==> src/rtl/whirlpool_pkg.sv <==
// Shared types, round constants and byte-layout helpers for the Whirlpool round pipeline.
package whirlpool_pkg;

  localparam int NROUNDS_DEFAULT = 10;
  localparam int RC_ENTRIES      = 11;

  typedef logic [7:0]               wp_byte_t;
  typedef wp_byte_t [0:7][0:7]      wp_matrix_t;
  typedef logic [511:0]             wp_flat_t;

  typedef enum logic [1:0] {
    SKID_EMPTY = 2'd0,
    SKID_FULL1 = 2'd1,
    SKID_FULL2 = 2'd2
  } skid_state_t;

  // Row-0 round constants; entry 0 is zero so round 0 is a pure whitening pass-through.
  localparam logic [63:0] RC_TABLE [0:RC_ENTRIES-1] = '{
    64'h0000000000000000,
    64'h1823c6e887b8014f,
    64'h36a6d2f5796f9152,
    64'h60bc9b8ea30c7b35,
    64'h1de0d7c22e4bfe57,
    64'h157737e59ff04ada,
    64'h58c9290ab1a06b85,
    64'hbd5d10f4cb3e0567,
    64'he427418ba77d95d8,
    64'hfbee7c66dd17479e,
    64'hca2dbf07ad5a8333
  };

  function automatic wp_matrix_t unpack_state(input wp_flat_t s);
    wp_matrix_t m;
    m = '0;
    for (int i = 0; i < 8; i++) begin
      for (int j = 0; j < 8; j++) begin
        m[i][j] = s[511-8*(8*i+j) -: 8];
      end
    end
    return m;
  endfunction

  function automatic wp_flat_t pack_state(input wp_matrix_t m);
    wp_flat_t s;
    s = '0;
    for (int i = 0; i < 8; i++) begin
      for (int j = 0; j < 8; j++) begin
        s[511-8*(8*i+j) -: 8] = m[i][j];
      end
    end
    return s;
  endfunction

  // Indices outside the table yield zero.
  function automatic logic [63:0] rc_for_round(input logic [3:0] r);
    logic [63:0] rc;
    rc = '0;
    for (int i = 1; i < RC_ENTRIES; i++) begin
      if (r == 4'(i)) rc = RC_TABLE[i];
    end
    return rc;
  endfunction

endpackage

==> src/rtl/whirlpool_skid_buf.sv <==
// Generic 2-entry valid/ready skid register; in_ready is a flop so upstream never sees a
// combinational path from out_ready.
module whirlpool_skid_buf
  import whirlpool_pkg::*;
#(
  parameter int WIDTH = 8
) (
  input  logic             clk,
  input  logic             rst_n,
  input  logic             in_valid,
  output logic             in_ready,
  input  logic [WIDTH-1:0] in_data,
  output logic             out_valid,
  input  logic             out_ready,
  output logic [WIDTH-1:0] out_data
);

  skid_state_t      state_q, state_d;
  logic [WIDTH-1:0] main_q,  main_d;
  logic [WIDTH-1:0] skid_q,  skid_d;
  logic             in_ready_q, in_ready_d;

  always_comb begin
    state_d = state_q;
    main_d  = main_q;
    skid_d  = skid_q;
    case (state_q)
      SKID_EMPTY: begin
        if (in_valid) begin
          main_d  = in_data;
          state_d = SKID_FULL1;
        end
      end
      SKID_FULL1: begin
        if (in_valid && out_ready) begin
          main_d = in_data;
        end else if (in_valid) begin
          skid_d  = in_data;
          state_d = SKID_FULL2;
        end else if (out_ready) begin
          state_d = SKID_EMPTY;
        end
      end
      SKID_FULL2: begin
        if (out_ready) begin
          main_d  = skid_q;
          state_d = SKID_FULL1;
        end
      end
      default: state_d = SKID_EMPTY;
    endcase
    // Ready for next cycle is decided from the next state, so it stays a pure register output.
    in_ready_d = (state_d != SKID_FULL2);
  end

  always_ff @(posedge clk or negedge rst_n) begin
    if (!rst_n) begin
      state_q    <= SKID_EMPTY;
      main_q     <= '0;
      skid_q     <= '0;
      in_ready_q <= 1'b1;
    end else begin
      state_q    <= state_d;
      main_q     <= main_d;
      skid_q     <= skid_d;
      in_ready_q <= in_ready_d;
    end
  end

  assign in_ready  = in_ready_q;
  assign out_valid = (state_q != SKID_EMPTY);
  assign out_data  = main_q;

endmodule

==> src/rtl/whirlpool_stage_addkey.sv <==
// Registered AddRoundKey stage: XORs the MixRows result with K_r (state path) or with the
// row-0 round constant (key-schedule path), then hands the word to a 2-entry skid buffer.
module whirlpool_stage_addkey
  import whirlpool_pkg::*;
#(
  parameter int TAG_W   = 4,
  parameter int NROUNDS = NROUNDS_DEFAULT
) (
  input  logic             clk,
  input  logic             rst_n,
  input  logic             in_valid,
  output logic             in_ready,
  input  logic [511:0]     in_state,
  input  logic [511:0]     in_key,
  input  logic [3:0]       in_round,
  input  logic             in_is_key,
  input  logic [TAG_W-1:0] in_tag,
  output logic             out_valid,
  input  logic             out_ready,
  output logic [511:0]     out_state,
  output logic [3:0]       out_round,
  output logic             out_is_key,
  output logic             out_last,
  output logic [TAG_W-1:0] out_tag,
  output logic             out_err
);

  localparam logic [3:0] LAST_ROUND = 4'(NROUNDS);
  localparam int         PAYLOAD_W  = 512 + 4 + 1 + 1 + TAG_W;

  logic                 round_err;
  logic                 in_last;
  logic [63:0]          rc;
  wp_matrix_t           key_mat;
  wp_flat_t             result;
  logic [PAYLOAD_W-1:0] in_payload;
  logic [PAYLOAD_W-1:0] out_payload;
  logic                 err_q, err_d;

  always_comb begin
    round_err = (in_round > LAST_ROUND);
    in_last   = (in_round == LAST_ROUND);
    rc        = round_err ? 64'h0 : rc_for_round(in_round);
    key_mat   = unpack_state(in_state);
    for (int j = 0; j < 8; j++) begin
      key_mat[0][j] = key_mat[0][j] ^ rc[63-8*j -: 8];
    end
    result     = in_is_key ? pack_state(key_mat) : (in_state ^ in_key);
    in_payload = {result, in_round, in_is_key, in_last, in_tag};
  end

  whirlpool_skid_buf #(
    .WIDTH (PAYLOAD_W)
  ) u_skid (
    .clk       (clk),
    .rst_n     (rst_n),
    .in_valid  (in_valid),
    .in_ready  (in_ready),
    .in_data   (in_payload),
    .out_valid (out_valid),
    .out_ready (out_ready),
    .out_data  (out_payload)
  );

  // Error flag is raised for exactly the cycle following the accepting edge.
  always_comb begin
    err_d = in_valid && in_ready && round_err;
  end

  always_ff @(posedge clk or negedge rst_n) begin
    if (!rst_n) begin
      err_q <= 1'b0;
    end else begin
      err_q <= err_d;
    end
  end

  assign out_err = err_q;
  assign {out_state, out_round, out_is_key, out_last, out_tag} = out_payload;

endmodule

==> config.mk <==
export PLATFORM = sky130hd
export DESIGN_NAME = whirlpool_stage_addkey
export DESIGN_NICKNAME = d
export VERILOG_FILES = /design/src/rtl/whirlpool_pkg.sv /design/src/rtl/whirlpool_skid_buf.sv /design/src/rtl/whirlpool_stage_addkey.sv
export SDC_FILE = /design/constraint.sdc
export NUM_CORES = 2
export LEC_CHECK = 0
export ABC_AREA = 1
export CAP_MARGIN = 5
export CORE_AREA = 10 10 592 594
export DETAILED_ROUTE_END_ITERATION = 6
export DIE_AREA = 0 0 602 604
export PLACE_DENSITY = 0.39
export SLEW_MARGIN = 20
export SYNTH_ARGS = -nofsm -noshare
export SYNTH_HDL_FRONTEND = slang
export SYNTH_SLANG_ARGS = --single-unit
export TNS_END_PERCENT = 5
==> constraint.sdc <==
create_clock -name clk -period 1.6 [get_ports clk]
set_clock_uncertainty 0.05 [all_clocks]
set_input_delay 0.24 -clock clk [delete_from_list [all_inputs] [get_ports clk]]
set_output_delay 0.24 -clock clk [all_outputs]
set_load 0.01 [all_outputs]
==> run metrics <==
Vias/cell 3.98; CP arrival 2780 ps; Fin. Hold Viols 0; syn_nets 6654; DR WL/cell 25.7 microns; grt total ovfl 0; Max Cap Violations 0; global-route wire length before repair 424000 microns; Post-Syn Area 50000 sq um; Syn Inst Count 5617; register clock-pin slew on the reported worst setup and hold paths 60 ps; Leakage Power 35.1 nW; routed via count 49100; Post-Layout Cell Count 12300; Cell Pwr Density 1430 nW/um^2; CP max stage cell dfrtp_2; Startpoint Class flop; Peak supply drop 0.000744 V; Cell Rows 214; total track usage 16.4%; pin count of the biggest net entering global routing 88; failing checks negative setup slack; die area 364000 sq um; io pins 1562; R2R depth 11; RSZ-0062 raised after global routing yes; RePlAce Congestion 0.894; DP HPWL 251000 microns; antenna violations before repair 85; via count of the first global-routing pass 49900; Worst Hold Endpoint u_skid.skid_q[482]; Cell Chain, Critical Path nor2_4 > inv_4 > a21oi_4 > buf_12 > clkinv_16 > buf_16 > buf_4 > buf_4 > a21oi_1 > o21ai_1 > o21a_1; CTS sink count 1048; Fillers 36800; Clk Latency, worst-skew pair 800 ps; Place WS -1060 ps; Core ar. 338000 sq um; r2r setup slk -560 ps; setup TNS -431150 ps; Synth Warn # 0; die width 602 microns; Area Growth Syn to Fin 66.6%; Worst-Margin Slew 604 ps; Hold Startpoint in_state[472]; antenna viol nets, final 0; Final Setup Violations 1551; Critical R2R Capture u_skid.out_data[407]; clk buf depth 4; cell count after placement 11900; Setup Crit Path Kind flop to flop; WL final 317000 microns; Tmin final 2160 ps; Slew Limit Headroom 59.3%; max-slew violation count 0; DRC 0; CTS tree done; Setup crit end kind flop; nets@finish 8706; IO buf count 1561; register bit total from synthesis 1048; Initial DRT Pass Iterations 6; CTS root buf clkbuf_16; DRT iter0 DRCs 3215; Avg Cell Area, Syn 8.90 sq um; worst reg2reg startpoint u_skid.state_q[0]; Initial Utilization 14.8%; WHS Path Cells 3; worst setup margin -563 ps; TritonCTS Buffers 146; cell with the most instances on the worst path buf_4; Hold Path Class input port to flop; final period utilization 135%; critical path data required time 2220 ps; CP max stage delay 450 ps; fmax 462 MHz; H-Tree Depth 4; number of distinct library cells after synthesis 28; family with the most delay on the worst path buffers and inverters; layout cells sized above 1 17.8%; Die Y 604 microns; status complete, but fails checks; worst path bufs/invs 6; Seq/Total Area, Yosys 52.5%; CP Max Fanout 8
[final cells by class]
class	count	area, sq um	area share, %
inverter	92	390	0.469
clock inverter	44	542	0.651
antenna	28	70.1	0.0842
tap	4536	5680	6.82
timing repair inverter	1	20.0	0.0241
multi-input combinational	4062	22000	26.4
clock buffer	204	4120	4.95
timing repair buffer	2318	24200	29.0
sequential	1048	26300	31.6
[stage by stage]
stage | hold WS, ps | total power [mW] | instance area, sq um | utilization (%)
2_1_floorplan | -106 | 55.9 | 50000 | -
3_3_place_gp | 294 | 85.1 | 76200 | 22.5
3_5_place_dp | 290 | 85.7 | 76200 | 22.5
4_1_cts | 0.151 | 121 | 82200 | 24.3
5_1_grt | 69.8 | 126 | 83200 | 24.6
6_report | 98.5 | 119 | 83200 | 24.6
[kinds of logic (layout without fill, tap and decap cells)]
family                    after synthesis  count (layout)  synth area share (%)
DFF                                  1048            1048                  52.5
and+or+nand+nor                      1582            1582                  12.2
other                                   0              28                     0
buffers and inverters                 507            2659                  4.37
xor gates and xnor gates              467             467                  8.19
AOI/OAI and AO/OA                    2013            2013                  22.7
[placed cells by master, fill, tap and decap left out, types with 9 or more instances in the layout]
cell type        netlist  routed
nand2_1             1311    1310
clkdlybuf4s50_1        0    1244
dfrtp_1             1047    1017
o21ai_0              968     793
buf_4                 37     587
xor2_1               463     463
o21a_1               448     448
a21oi_1              502     416
buf_12                 0     170
nor2_1               162     156
o21ai_1                0     156
clkbuf_16              0     152
buf_6                  0     119
nand3_1               87      87
inv_1                 88      86
a21oi_2                2      86
dlygate4sd3_1          0      62
clkdlybuf4s15_2        0      57
a31oi_1               55      55
clkbuf_1             250      33
dfrtp_2                0      30
diode_2                0      28
clkbuf_8               0      25
o211ai_1              24      24
buf_2                115      23
buf_16                 0      22
o21ai_2                0      19
clkinv_2               0      16
nand4_1               10      10
or2_2                  9       9
dlygate4sd2_1          0       9
[power by group]
group,leakage [nW],internal [mW],switching [mW],total [mW]
sequential,12.3,36.2,6.98,43.2
clock,2.28,19.2,13.6,32.7
combinational,20.5,20.8,22.4,43.2
total,35.1,76.2,42.9,119
[tightest hold or removal path: stages]
cell	delay (ps)
clkdlybuf4s50_1	490
nand2_1	120
a31oi_1	70
[routing by layer]
metal	track usage [%]	routed length (microns)	vias up
met2	27.8	152000	1557
met5	0	209	-
met1	20.3	133000	24100
met3	4.94	23500	346
li1	-	-	23000
met4	4.00	8000	34
[flip-flops by register name, summed over array words and instances (netlist names)]
name	flops
u_skid.in_ready	1
u_skid.out_data	522
u_skid.state_q	2
out_err	1
u_skid.skid_q	522
[Yosys cell counts]
cell type,instances,area share (%)
a21o_1,6,0.090
a21oi_1,502,5.0
a21oi_2,2,0.035
a31oi_1,55,0.69
buf_1,13,0.098
buf_2,115,1.2
buf_4,37,0.56
clkbuf_1,250,1.9
dfrtp_1,1047,52
dfstp_2,1,0.053
inv_1,88,0.66
inv_2,4,0.030
nand2_1,1311,9.8
nand2_2,1,0.013
nand3_1,87,0.87
nand3b_1,1,0.015
nand4_1,10,0.13
nor2_1,162,1.2
nor2_2,1,0.013
o211ai_1,24,0.36
o21a_1,448,6.7
o21ai_0,968,9.7
o21bai_1,2,0.030
o22ai_1,5,0.063
o41ai_1,1,0.018
or2_2,9,0.11
xnor2_1,4,0.070
xor2_1,463,8.1
[worst max-delay path by stage]
| stage | start | to | cells past startpoint |
|---|---|---|---|
| final | u_skid.state_q[0] | u_skid.out_data[407] | 11 |
| after global placement | in_round[1] | u_skid.out_data[481] | 12 |
| after global routing | u_skid.state_q[1] | u_skid.out_data[404] | 12 |
| after floorplan | u_skid.state_q[1] | u_skid.skid_q[462] | 7 |
| after CTS | u_skid.state_q[0] | out_valid | 4 |
| after detailed placement | in_round[1] | u_skid.out_data[481] | 12 |
[timing repair]
item                                    CTS  global route
pin swaps                                 0             2
endpoints found under the hold margin  1108             0
cloned                                   13             9
resized for setup                       902           352
setup buffers                            16            17
hold buffers                             62             0
setup endpoints to repair              1419          1555
Power figures use the tool's default switching activity.
